<file path="src/rtl/adam_mem_prof_if.sv">
`default_nettype none
// ============================================================================
//  Module   : adam_mem_prof_if
//  Purpose  : Bundles the tapped memory port (req/we/be) and the snapshot
//             valid/ready stream of the memory-traffic profiler.
//  Ports    : master - drives the tap and snap_ready, observes snapshots
//             slave  - the profiler: observes the tap, produces snapshots
//  Revision : 1.0 - initial release
// ============================================================================
interface adam_mem_prof_if #(
   parameter int unsigned STRB_WIDTH = 4,
   parameter int unsigned CNT_WIDTH  = 32
) ();

   // tapped memory port
   logic                  mon_req;
   logic                  mon_we;
   logic [STRB_WIDTH-1:0] mon_be;

   // snapshot stream
   logic                  snap_valid;
   logic                  snap_ready;
   logic [CNT_WIDTH-1:0]  snap_rd_ops;
   logic [CNT_WIDTH-1:0]  snap_wr_ops;
   logic [CNT_WIDTH-1:0]  snap_rd_bytes;
   logic [CNT_WIDTH-1:0]  snap_wr_bytes;
   logic                  snap_sat;
   logic [CNT_WIDTH-1:0]  snap_dropped;

   modport master (
      output mon_req, mon_we, mon_be, snap_ready,
      input  snap_valid, snap_rd_ops, snap_wr_ops, snap_rd_bytes,
             snap_wr_bytes, snap_sat, snap_dropped
   );

   modport slave (
      input  mon_req, mon_we, mon_be, snap_ready,
      output snap_valid, snap_rd_ops, snap_wr_ops, snap_rd_bytes,
             snap_wr_bytes, snap_sat, snap_dropped
   );

endinterface
`default_nettype wire

</file>
<file path="src/rtl/adam_mem_prof.sv">
`default_nettype none
// ============================================================================
//  Module   : adam_mem_prof
//  Purpose  : Passive memory-traffic profiler. After a start delay it counts
//             read/write operations and bytes over fixed cycle windows and
//             publishes one snapshot per window on a valid/ready stream.
//  Ports    : clk_i   - clock
//             rst_i   - synchronous active-high reset
//             en_i    - profiler enable
//             clear_i - one-cycle pulse, restarts the current window
//             busy_o  - high while in DELAY or RUN
//             mon     - tap inputs and snapshot stream (slave modport)
//  Revision : 1.0 - initial release
// ============================================================================
module adam_mem_prof #(
   parameter int unsigned STRB_WIDTH  = 4,
   parameter int unsigned CNT_WIDTH   = 32,
   parameter int unsigned START_DELAY = 100000,
   parameter int unsigned WINDOW      = 1024
) (
   input  logic           clk_i,
   input  logic           rst_i,
   input  logic           en_i,
   input  logic           clear_i,
   output logic           busy_o,
   adam_mem_prof_if.slave mon
);

   localparam int unsigned c_DLY_W = (START_DELAY > 1) ? $clog2(START_DELAY) : 1;
   localparam logic [c_DLY_W-1:0] c_DLY_LAST =
      (START_DELAY > 0) ? c_DLY_W'(START_DELAY - 1) : '0;
   localparam int unsigned c_WIN_W = $clog2(WINDOW);
   localparam logic [c_WIN_W-1:0] c_WIN_LAST = c_WIN_W'(WINDOW - 1);
   localparam int unsigned c_PC_W = $clog2(STRB_WIDTH + 1);
   localparam logic [CNT_WIDTH:0] c_ONE      = (CNT_WIDTH+1)'(1);
   localparam logic [CNT_WIDTH:0] c_RD_BYTES = (CNT_WIDTH+1)'(STRB_WIDTH);

   typedef enum logic [1:0] {
      ST_IDLE  = 2'd0,
      ST_DELAY = 2'd1,
      ST_RUN   = 2'd2
   } state_t;

   // Saturating add; MSB of the result flags that clamping occurred.
   function automatic logic [CNT_WIDTH:0] f_sat_add(
      input logic [CNT_WIDTH-1:0] a,
      input logic [CNT_WIDTH:0]   b
   );
      logic [CNT_WIDTH+1:0] s;
      s = {2'b00, a} + {1'b0, b};
      if (s > {2'b00, {CNT_WIDTH{1'b1}}})
         return {1'b1, {CNT_WIDTH{1'b1}}};
      return {1'b0, s[CNT_WIDTH-1:0]};
   endfunction

   function automatic logic [c_PC_W-1:0] f_popcount(input logic [STRB_WIDTH-1:0] v);
      logic [c_PC_W-1:0] n;
      n = '0;
      for (int i = 0; i < STRB_WIDTH; i++)
         n = n + c_PC_W'(v[i]);
      return n;
   endfunction

   state_t               state_q, state_d;
   logic [c_DLY_W-1:0]   dly_q, dly_d;
   logic [c_WIN_W-1:0]   win_q, win_d;
   logic [CNT_WIDTH-1:0] rd_ops_q, rd_ops_d;
   logic [CNT_WIDTH-1:0] wr_ops_q, wr_ops_d;
   logic [CNT_WIDTH-1:0] rd_bytes_q, rd_bytes_d;
   logic [CNT_WIDTH-1:0] wr_bytes_q, wr_bytes_d;
   logic                 sat_q, sat_d;
   logic [CNT_WIDTH-1:0] drop_q, drop_d;
   logic                 busy_q;

   logic                 snap_valid_q, snap_valid_d;
   logic [CNT_WIDTH-1:0] snap_rd_ops_q, snap_rd_ops_d;
   logic [CNT_WIDTH-1:0] snap_wr_ops_q, snap_wr_ops_d;
   logic [CNT_WIDTH-1:0] snap_rd_bytes_q, snap_rd_bytes_d;
   logic [CNT_WIDTH-1:0] snap_wr_bytes_q, snap_wr_bytes_d;
   logic                 snap_sat_q, snap_sat_d;
   logic [CNT_WIDTH-1:0] snap_dropped_q, snap_dropped_d;

   logic                 w_rd_hit, w_wr_hit, w_accept, w_sat_new;
   logic [CNT_WIDTH:0]   w_rd_ops_s, w_wr_ops_s, w_rd_bytes_s, w_wr_bytes_s;

   assign w_rd_hit = mon.mon_req & ~mon.mon_we;
   assign w_wr_hit = mon.mon_req &  mon.mon_we;
   assign w_accept = snap_valid_q & mon.snap_ready;

   // Candidate counter values including this cycle's access.
   assign w_rd_ops_s   = f_sat_add(rd_ops_q,   w_rd_hit ? c_ONE : '0);
   assign w_rd_bytes_s = f_sat_add(rd_bytes_q, w_rd_hit ? c_RD_BYTES : '0);
   assign w_wr_ops_s   = f_sat_add(wr_ops_q,   w_wr_hit ? c_ONE : '0);
   assign w_wr_bytes_s = f_sat_add(wr_bytes_q,
                            w_wr_hit ? (CNT_WIDTH+1)'(f_popcount(mon.mon_be)) : '0);
   assign w_sat_new    = sat_q | w_rd_ops_s[CNT_WIDTH] | w_rd_bytes_s[CNT_WIDTH]
                       | w_wr_ops_s[CNT_WIDTH] | w_wr_bytes_s[CNT_WIDTH];

   always_comb begin
      state_d         = state_q;
      dly_d           = dly_q;
      win_d           = win_q;
      rd_ops_d        = rd_ops_q;
      wr_ops_d        = wr_ops_q;
      rd_bytes_d      = rd_bytes_q;
      wr_bytes_d      = wr_bytes_q;
      sat_d           = sat_q;
      drop_d          = drop_q;
      snap_valid_d    = snap_valid_q;
      snap_rd_ops_d   = snap_rd_ops_q;
      snap_wr_ops_d   = snap_wr_ops_q;
      snap_rd_bytes_d = snap_rd_bytes_q;
      snap_wr_bytes_d = snap_wr_bytes_q;
      snap_sat_d      = snap_sat_q;
      snap_dropped_d  = snap_dropped_q;

      if (w_accept)
         snap_valid_d = 1'b0;

      case (state_q)
         ST_IDLE: begin
            dly_d      = '0;
            win_d      = '0;
            rd_ops_d   = '0;
            wr_ops_d   = '0;
            rd_bytes_d = '0;
            wr_bytes_d = '0;
            sat_d      = 1'b0;
            if (en_i)
               state_d = (START_DELAY == 0) ? ST_RUN : ST_DELAY;
         end

         ST_DELAY: begin
            if (!en_i)
               state_d = ST_IDLE;
            else if (clear_i)
               dly_d = '0;
            else if (dly_q == c_DLY_LAST)
               state_d = ST_RUN;
            else
               dly_d = dly_q + c_DLY_W'(1);
         end

         ST_RUN: begin
            if (!en_i) begin
               // partial window is discarded; IDLE zeroes the live counters
               state_d = ST_IDLE;
            end else if (clear_i) begin
               // The clear cycle itself is slot 0 of the restarted window,
               // with its access dropped, so the next slot is 1.
               rd_ops_d   = '0;
               wr_ops_d   = '0;
               rd_bytes_d = '0;
               wr_bytes_d = '0;
               sat_d      = 1'b0;
               win_d      = c_WIN_W'(1);
            end else if (win_q == c_WIN_LAST) begin
               rd_ops_d   = '0;
               wr_ops_d   = '0;
               rd_bytes_d = '0;
               wr_bytes_d = '0;
               sat_d      = 1'b0;
               win_d      = '0;
               if (!snap_valid_q || w_accept) begin
                  snap_valid_d    = 1'b1;
                  snap_rd_ops_d   = w_rd_ops_s[CNT_WIDTH-1:0];
                  snap_wr_ops_d   = w_wr_ops_s[CNT_WIDTH-1:0];
                  snap_rd_bytes_d = w_rd_bytes_s[CNT_WIDTH-1:0];
                  snap_wr_bytes_d = w_wr_bytes_s[CNT_WIDTH-1:0];
                  snap_sat_d      = w_sat_new;
                  snap_dropped_d  = drop_q;
                  drop_d          = '0;
               end else begin
                  drop_d = (&drop_q) ? drop_q : drop_q + CNT_WIDTH'(1);
               end
            end else begin
               rd_ops_d   = w_rd_ops_s[CNT_WIDTH-1:0];
               wr_ops_d   = w_wr_ops_s[CNT_WIDTH-1:0];
               rd_bytes_d = w_rd_bytes_s[CNT_WIDTH-1:0];
               wr_bytes_d = w_wr_bytes_s[CNT_WIDTH-1:0];
               sat_d      = w_sat_new;
               win_d      = win_q + c_WIN_W'(1);
            end
         end

         default: state_d = ST_IDLE;
      endcase
   end

   always_ff @(posedge clk_i) begin
      if (rst_i) begin
         state_q         <= ST_IDLE;
         dly_q           <= '0;
         win_q           <= '0;
         rd_ops_q        <= '0;
         wr_ops_q        <= '0;
         rd_bytes_q      <= '0;
         wr_bytes_q      <= '0;
         sat_q           <= 1'b0;
         drop_q          <= '0;
         busy_q          <= 1'b0;
         snap_valid_q    <= 1'b0;
         snap_rd_ops_q   <= '0;
         snap_wr_ops_q   <= '0;
         snap_rd_bytes_q <= '0;
         snap_wr_bytes_q <= '0;
         snap_sat_q      <= 1'b0;
         snap_dropped_q  <= '0;
      end else begin
         state_q         <= state_d;
         dly_q           <= dly_d;
         win_q           <= win_d;
         rd_ops_q        <= rd_ops_d;
         wr_ops_q        <= wr_ops_d;
         rd_bytes_q      <= rd_bytes_d;
         wr_bytes_q      <= wr_bytes_d;
         sat_q           <= sat_d;
         drop_q          <= drop_d;
         busy_q          <= (state_d == ST_DELAY) || (state_d == ST_RUN);
         snap_valid_q    <= snap_valid_d;
         snap_rd_ops_q   <= snap_rd_ops_d;
         snap_wr_ops_q   <= snap_wr_ops_d;
         snap_rd_bytes_q <= snap_rd_bytes_d;
         snap_wr_bytes_q <= snap_wr_bytes_d;
         snap_sat_q      <= snap_sat_d;
         snap_dropped_q  <= snap_dropped_d;
      end
   end

   assign busy_o            = busy_q;
   assign mon.snap_valid    = snap_valid_q;
   assign mon.snap_rd_ops   = snap_rd_ops_q;
   assign mon.snap_wr_ops   = snap_wr_ops_q;
   assign mon.snap_rd_bytes = snap_rd_bytes_q;
   assign mon.snap_wr_bytes = snap_wr_bytes_q;
   assign mon.snap_sat      = snap_sat_q;
   assign mon.snap_dropped  = snap_dropped_q;

endmodule
`default_nettype wire
</file>
<file path="src/flat_wrapper.sv">
// flat-port wrapper written by rule: the top's interface ports become plain ports
module adam_mem_prof_flat 
#(
   parameter int unsigned STRB_WIDTH  = 4,
   parameter int unsigned CNT_WIDTH   = 32,
   parameter int unsigned START_DELAY = 100000,
   parameter int unsigned WINDOW      = 1024
)
  (clk_i, rst_i, en_i, clear_i, busy_o, mon_mon_req, mon_mon_we, mon_mon_be, mon_snap_ready, mon_snap_valid, mon_snap_rd_ops, mon_snap_wr_ops, mon_snap_rd_bytes, mon_snap_wr_bytes, mon_snap_sat, mon_snap_dropped);
  adam_mem_prof_if #(.STRB_WIDTH(STRB_WIDTH), .CNT_WIDTH(CNT_WIDTH)) mon_i ();
  input  logic clk_i;
  input  logic rst_i;
  input  logic en_i;
  input  logic clear_i;
  output logic busy_o;
  input wire logic [$bits(mon_i.mon_req)-1:0] mon_mon_req;
  input wire logic [$bits(mon_i.mon_we)-1:0] mon_mon_we;
  input wire logic [$bits(mon_i.mon_be)-1:0] mon_mon_be;
  input wire logic [$bits(mon_i.snap_ready)-1:0] mon_snap_ready;
  output wire logic [$bits(mon_i.snap_valid)-1:0] mon_snap_valid;
  output wire logic [$bits(mon_i.snap_rd_ops)-1:0] mon_snap_rd_ops;
  output wire logic [$bits(mon_i.snap_wr_ops)-1:0] mon_snap_wr_ops;
  output wire logic [$bits(mon_i.snap_rd_bytes)-1:0] mon_snap_rd_bytes;
  output wire logic [$bits(mon_i.snap_wr_bytes)-1:0] mon_snap_wr_bytes;
  output wire logic [$bits(mon_i.snap_sat)-1:0] mon_snap_sat;
  output wire logic [$bits(mon_i.snap_dropped)-1:0] mon_snap_dropped;
  assign mon_i.mon_req = mon_mon_req;
  assign mon_i.mon_we = mon_mon_we;
  assign mon_i.mon_be = mon_mon_be;
  assign mon_i.snap_ready = mon_snap_ready;
  assign mon_snap_valid = mon_i.snap_valid;
  assign mon_snap_rd_ops = mon_i.snap_rd_ops;
  assign mon_snap_wr_ops = mon_i.snap_wr_ops;
  assign mon_snap_rd_bytes = mon_i.snap_rd_bytes;
  assign mon_snap_wr_bytes = mon_i.snap_wr_bytes;
  assign mon_snap_sat = mon_i.snap_sat;
  assign mon_snap_dropped = mon_i.snap_dropped;
  adam_mem_prof #(.STRB_WIDTH(STRB_WIDTH), .CNT_WIDTH(CNT_WIDTH), .START_DELAY(START_DELAY), .WINDOW(WINDOW)) u_core (.clk_i(clk_i), .rst_i(rst_i), .en_i(en_i), .clear_i(clear_i), .busy_o(busy_o), .mon(mon_i));
endmodule
</file>
<file path="config.mk">
export PLATFORM = sky130hd
export DESIGN_NAME = adam_mem_prof_flat
export DESIGN_NICKNAME = d
export VERILOG_FILES = /design/src/rtl/adam_mem_prof_if.sv /design/src/rtl/adam_mem_prof.sv /design/src/flat_wrapper.sv
export SDC_FILE = /design/constraint.sdc
export NUM_CORES = 1
export LEC_CHECK = 0
export ABC_AREA = 1
export BUFFER_PORTS_ARGS = -buffer_cell sky130_fd_sc_hd__buf_2
export CAP_MARGIN = 25
export CORE_MARGIN = 5
export CORE_UTILIZATION = 59
export CTS_CLUSTER_SIZE = 40
export DETAILED_ROUTE_END_ITERATION = 7
export GPL_TIMING_DRIVEN = 0
export PLACE_DENSITY = 0.87
export SYNTH_ARGS = -nofsm -noshare
export SYNTH_HDL_FRONTEND = slang
export SYNTH_SLANG_ARGS = --single-unit
export TNS_END_PERCENT = 100
</file>
<file path="constraint.sdc">
create_clock -name clk_i -period 3.55 [get_ports clk_i]
set_input_delay 0.355 -clock clk_i [delete_from_list [all_inputs] [get_ports clk_i]]
set_output_delay 0.355 -clock clk_i [all_outputs]
set_load 0.02 [all_outputs]
</file>
==> metrics.txt <==
max_cap viols=0; Yosys top cell area share=between 40% and 50%; Ant. Diodes=0; WHS=0.232 ns; Crit Path Class=input port to flip-flop; Clock Power Share=49.8%; area occupied by multi-input gates=8590 µm²; Sw Share=21.2%; Sinks on Clock Net=353; nets@finish=between 2000 and 3000; logic gate share of total power=2.4%; clk_skew=0.0137 ns; Clock transition at path regs=~0.060 ns; fillers=2396; Final Hold Fails=0; port buffer count=172; Routed WL per cell=16.5 µm; vias in the first global route=16100; register area share after synthesis=41.7%; Syn Inst Count=around 2400; Slew Viols, Final=0; vias=16800; commonest non-fill, non-tap cell in the layout=nand2_1; full die area=32200 µm²; Register Area=7070 µm²; CTS max path bufs=3; Yosys cell types=42; Skew-Pair Late Insertion Delay=0.53 ns; CTS resizes=0; Arr. time, crit path=3.83 ns; top cell type by total area after synthesis=dfxtp_1; postcts setup bufs=0; core box area=28500 µm²; Slew @ Worst Pin=0.832 ns; outcome=finished, final reports clean; synth warn=0; synthesized flop and latch total=353; placed insts=2934; Area growth syn-to-layout=15.7%; HPWL Detailed=about 37000 µm; layout cells sized above 1=12.1%; syn avg cell area=7.12 µm²; DRC violations left=0; Synth area leaders=dfxtp_1, nand2_1, a22o_1, a21oi_1, inv_1; final wirelength=just under 50000 µm; antenna violations before repair=1; CTS tree=done; standby leakage power=roughly 0.0083 µW; Hold Buf Count CTS=0; iteration-0 DRC count of the detailed router=1529; CTS Root Cell=clkbuf_16; pwr dens=423 nW/µm²; Max Fclk=between 200 and 300 MHz; Vias/cell=5.58; main flop type after synthesis=dfxtp_1; Seq pwr share=between 40% and 50%; htree depth=2; fraction of registers with async set/reset=0%; worst-path fanout max=10; hold crit path type=input port to flip-flop; setup repair after global routing missed its margin=no; DRT antenna net count=0; total grt overflow=0; fin cells=3002; post-route minimum period=3.39 ns; CP Data Required Time=3.99 ns; die height=179 µm; Num CTS Buffers=38; Post-Syn Nets=2405; Critical Path Start Type=input port; 1st-pass router iterations=5; commonest non-fill, non-tap cells in the layout=nand2_1, dfxtp_1, buf_2, inv_1, nor2_1; worst ir drop on vdd=approximately 0.34 mV; final period utilization=95.5%; first-pass GRT wire length=80800 µm; Die W=179 µm; Internal=6530 µW; final setup vio count=0; All-Layer GR Usage=approximately 30%; Max-slew headroom=44.5%; number of enable flip-flop cells after synthesis=0; I/O pins=174; GPL Wtd Cong=0.938; # rows=62; Psw=1750 µW; initial core utilization=59.3%; Mapped Area=roughly 17000 µm²; pin count of the biggest net entering global routing=15; crit path capture type=flip-flop
sequential cells by signal, indices dropped and copies added, names as in the netlist:
register / count
u_core.mon.snap_valid: 1
u_core.state_q: 2
u_core.rd_bytes_q: 32
u_core.rd_ops_q: 32
u_core.mon.snap_dropped: 32
u_core.wr_bytes_q: 32
u_core.win_q: 10
u_core.sat_q: 1
u_core.mon.snap_rd_ops: 32
u_core.mon.snap_rd_bytes: 32
u_core.drop_q: 32
u_core.wr_ops_q: 32
u_core.mon.snap_wr_ops: 32
u_core.mon.snap_sat: 1
u_core.busy_o: 1
u_core.dly_q: 17
u_core.mon.snap_wr_bytes: 32
logic make-up after synthesis:
family,share of synthesized area [%]
xor gates and xnor gates,5.48
DFF,41.7
buffers and inverters,7.54
and+or+nand+nor,30.8
AOI/OAI and AO/OA,13.1
adders and majority gates,1.27
critical path: stages:
cell and delay [ns]:
buf_2 0.10, ha_1 0.29, inv_1 0.07, fa_1 0.41
nor2_1 0.12, ha_1 0.23, inv_1 0.09, fa_1 0.41
inv_1 0.07, nand3_1 0.06, nand2_1 0.19, nand4_1 0.12
nor2_1 0.24, nand4_1 0.32, clkbuf_1 0.34, nand2_1 0.15
nand2_1 0.07, a21oi_1 0.18
final timing paths:
check                                           start                                        to  slack, ns  cells after the start
max                                     mon_mon_be[0]         u_core.wr_bytes_q[9]$_SDFFE_PP0P_       0.16                     18
min                                           clear_i             u_core.dly_q[12]$_SDFFE_PP0P_       0.23                      4
max reg2reg         u_core.wr_bytes_q[0]$_SDFFE_PP0P_         u_core.wr_bytes_q[9]$_SDFFE_PP0P_       0.65                     13
min reg2reg  u_core.mon.snap_dropped[31]$_SDFFE_PP0P_  u_core.mon.snap_dropped[31]$_SDFFE_PP0P_       0.45                      2
power by group through the flow:
stage | Combinational [µW] | Sequential [µW] | Clock (µW)
floorplan | 115 | 4050 | 0
global route | 209 | 3960 | 4350
finish | 196 | 3960 | 4120
detailed placement | 192 | 4050 | 0
global placement | 186 | 4050 | 0
CTS | 193 | 3960 | 4160
per-layer routing:
metal | track usage, % | share of wire, % | vias up
met5 | 0 | 0 | -
met1 | 38.4 | 43 | 7791
li1 | - | - | 8166
met3 | 4.47 | 7.1 | 135
met2 | 49.6 | 46 | 666
met4 | 11.6 | 4.0 | 0
Yosys cell counts (10+ instances only):
cell type,count
xnor2_1,32
dfxtp_1,353
o21ai_0,50
nand3_1,110
o21ai_2,10
clkbuf_1,54
nand4_1,52
o21ai_1,11
buf_6,11
xor2_1,74
inv_1,196
a22o_1,105
a21oi_1,169
buf_2,30
nor3_1,62
ha_1,14
nand2_1,786
nor2_1,193
layout make-up:
type | instances | area share [%]
multi-input combinational | 1723 | 43.9
sequential | 353 | 36.1
clock buffer | 56 | 5.83
timing repair buffer | 172 | 4.39
inverter | 201 | 3.85
buffer | 101 | 2.67
tap | 384 | 2.45
clock inverter | 12 | 0.856
per-stage QoR:
step           setup TNS (ns)  cell area (µm²)  setup WS, ns  util [%]  power, µW
6_report                    0            19600         0.159      68.6       8280
5_1_grt                     0            19600        0.0283      68.6       8520
4_1_cts                     0            19600         0.247      68.6       8320
3_5_place_dp            -9.62            18300        -0.258      64.0       4240
3_3_place_gp            -5.52            18300        -0.205      64.0       4240
2_1_floorplan               0            16900         0.501         -       4170
Note: power is estimated with default switching activity, not from simulation.
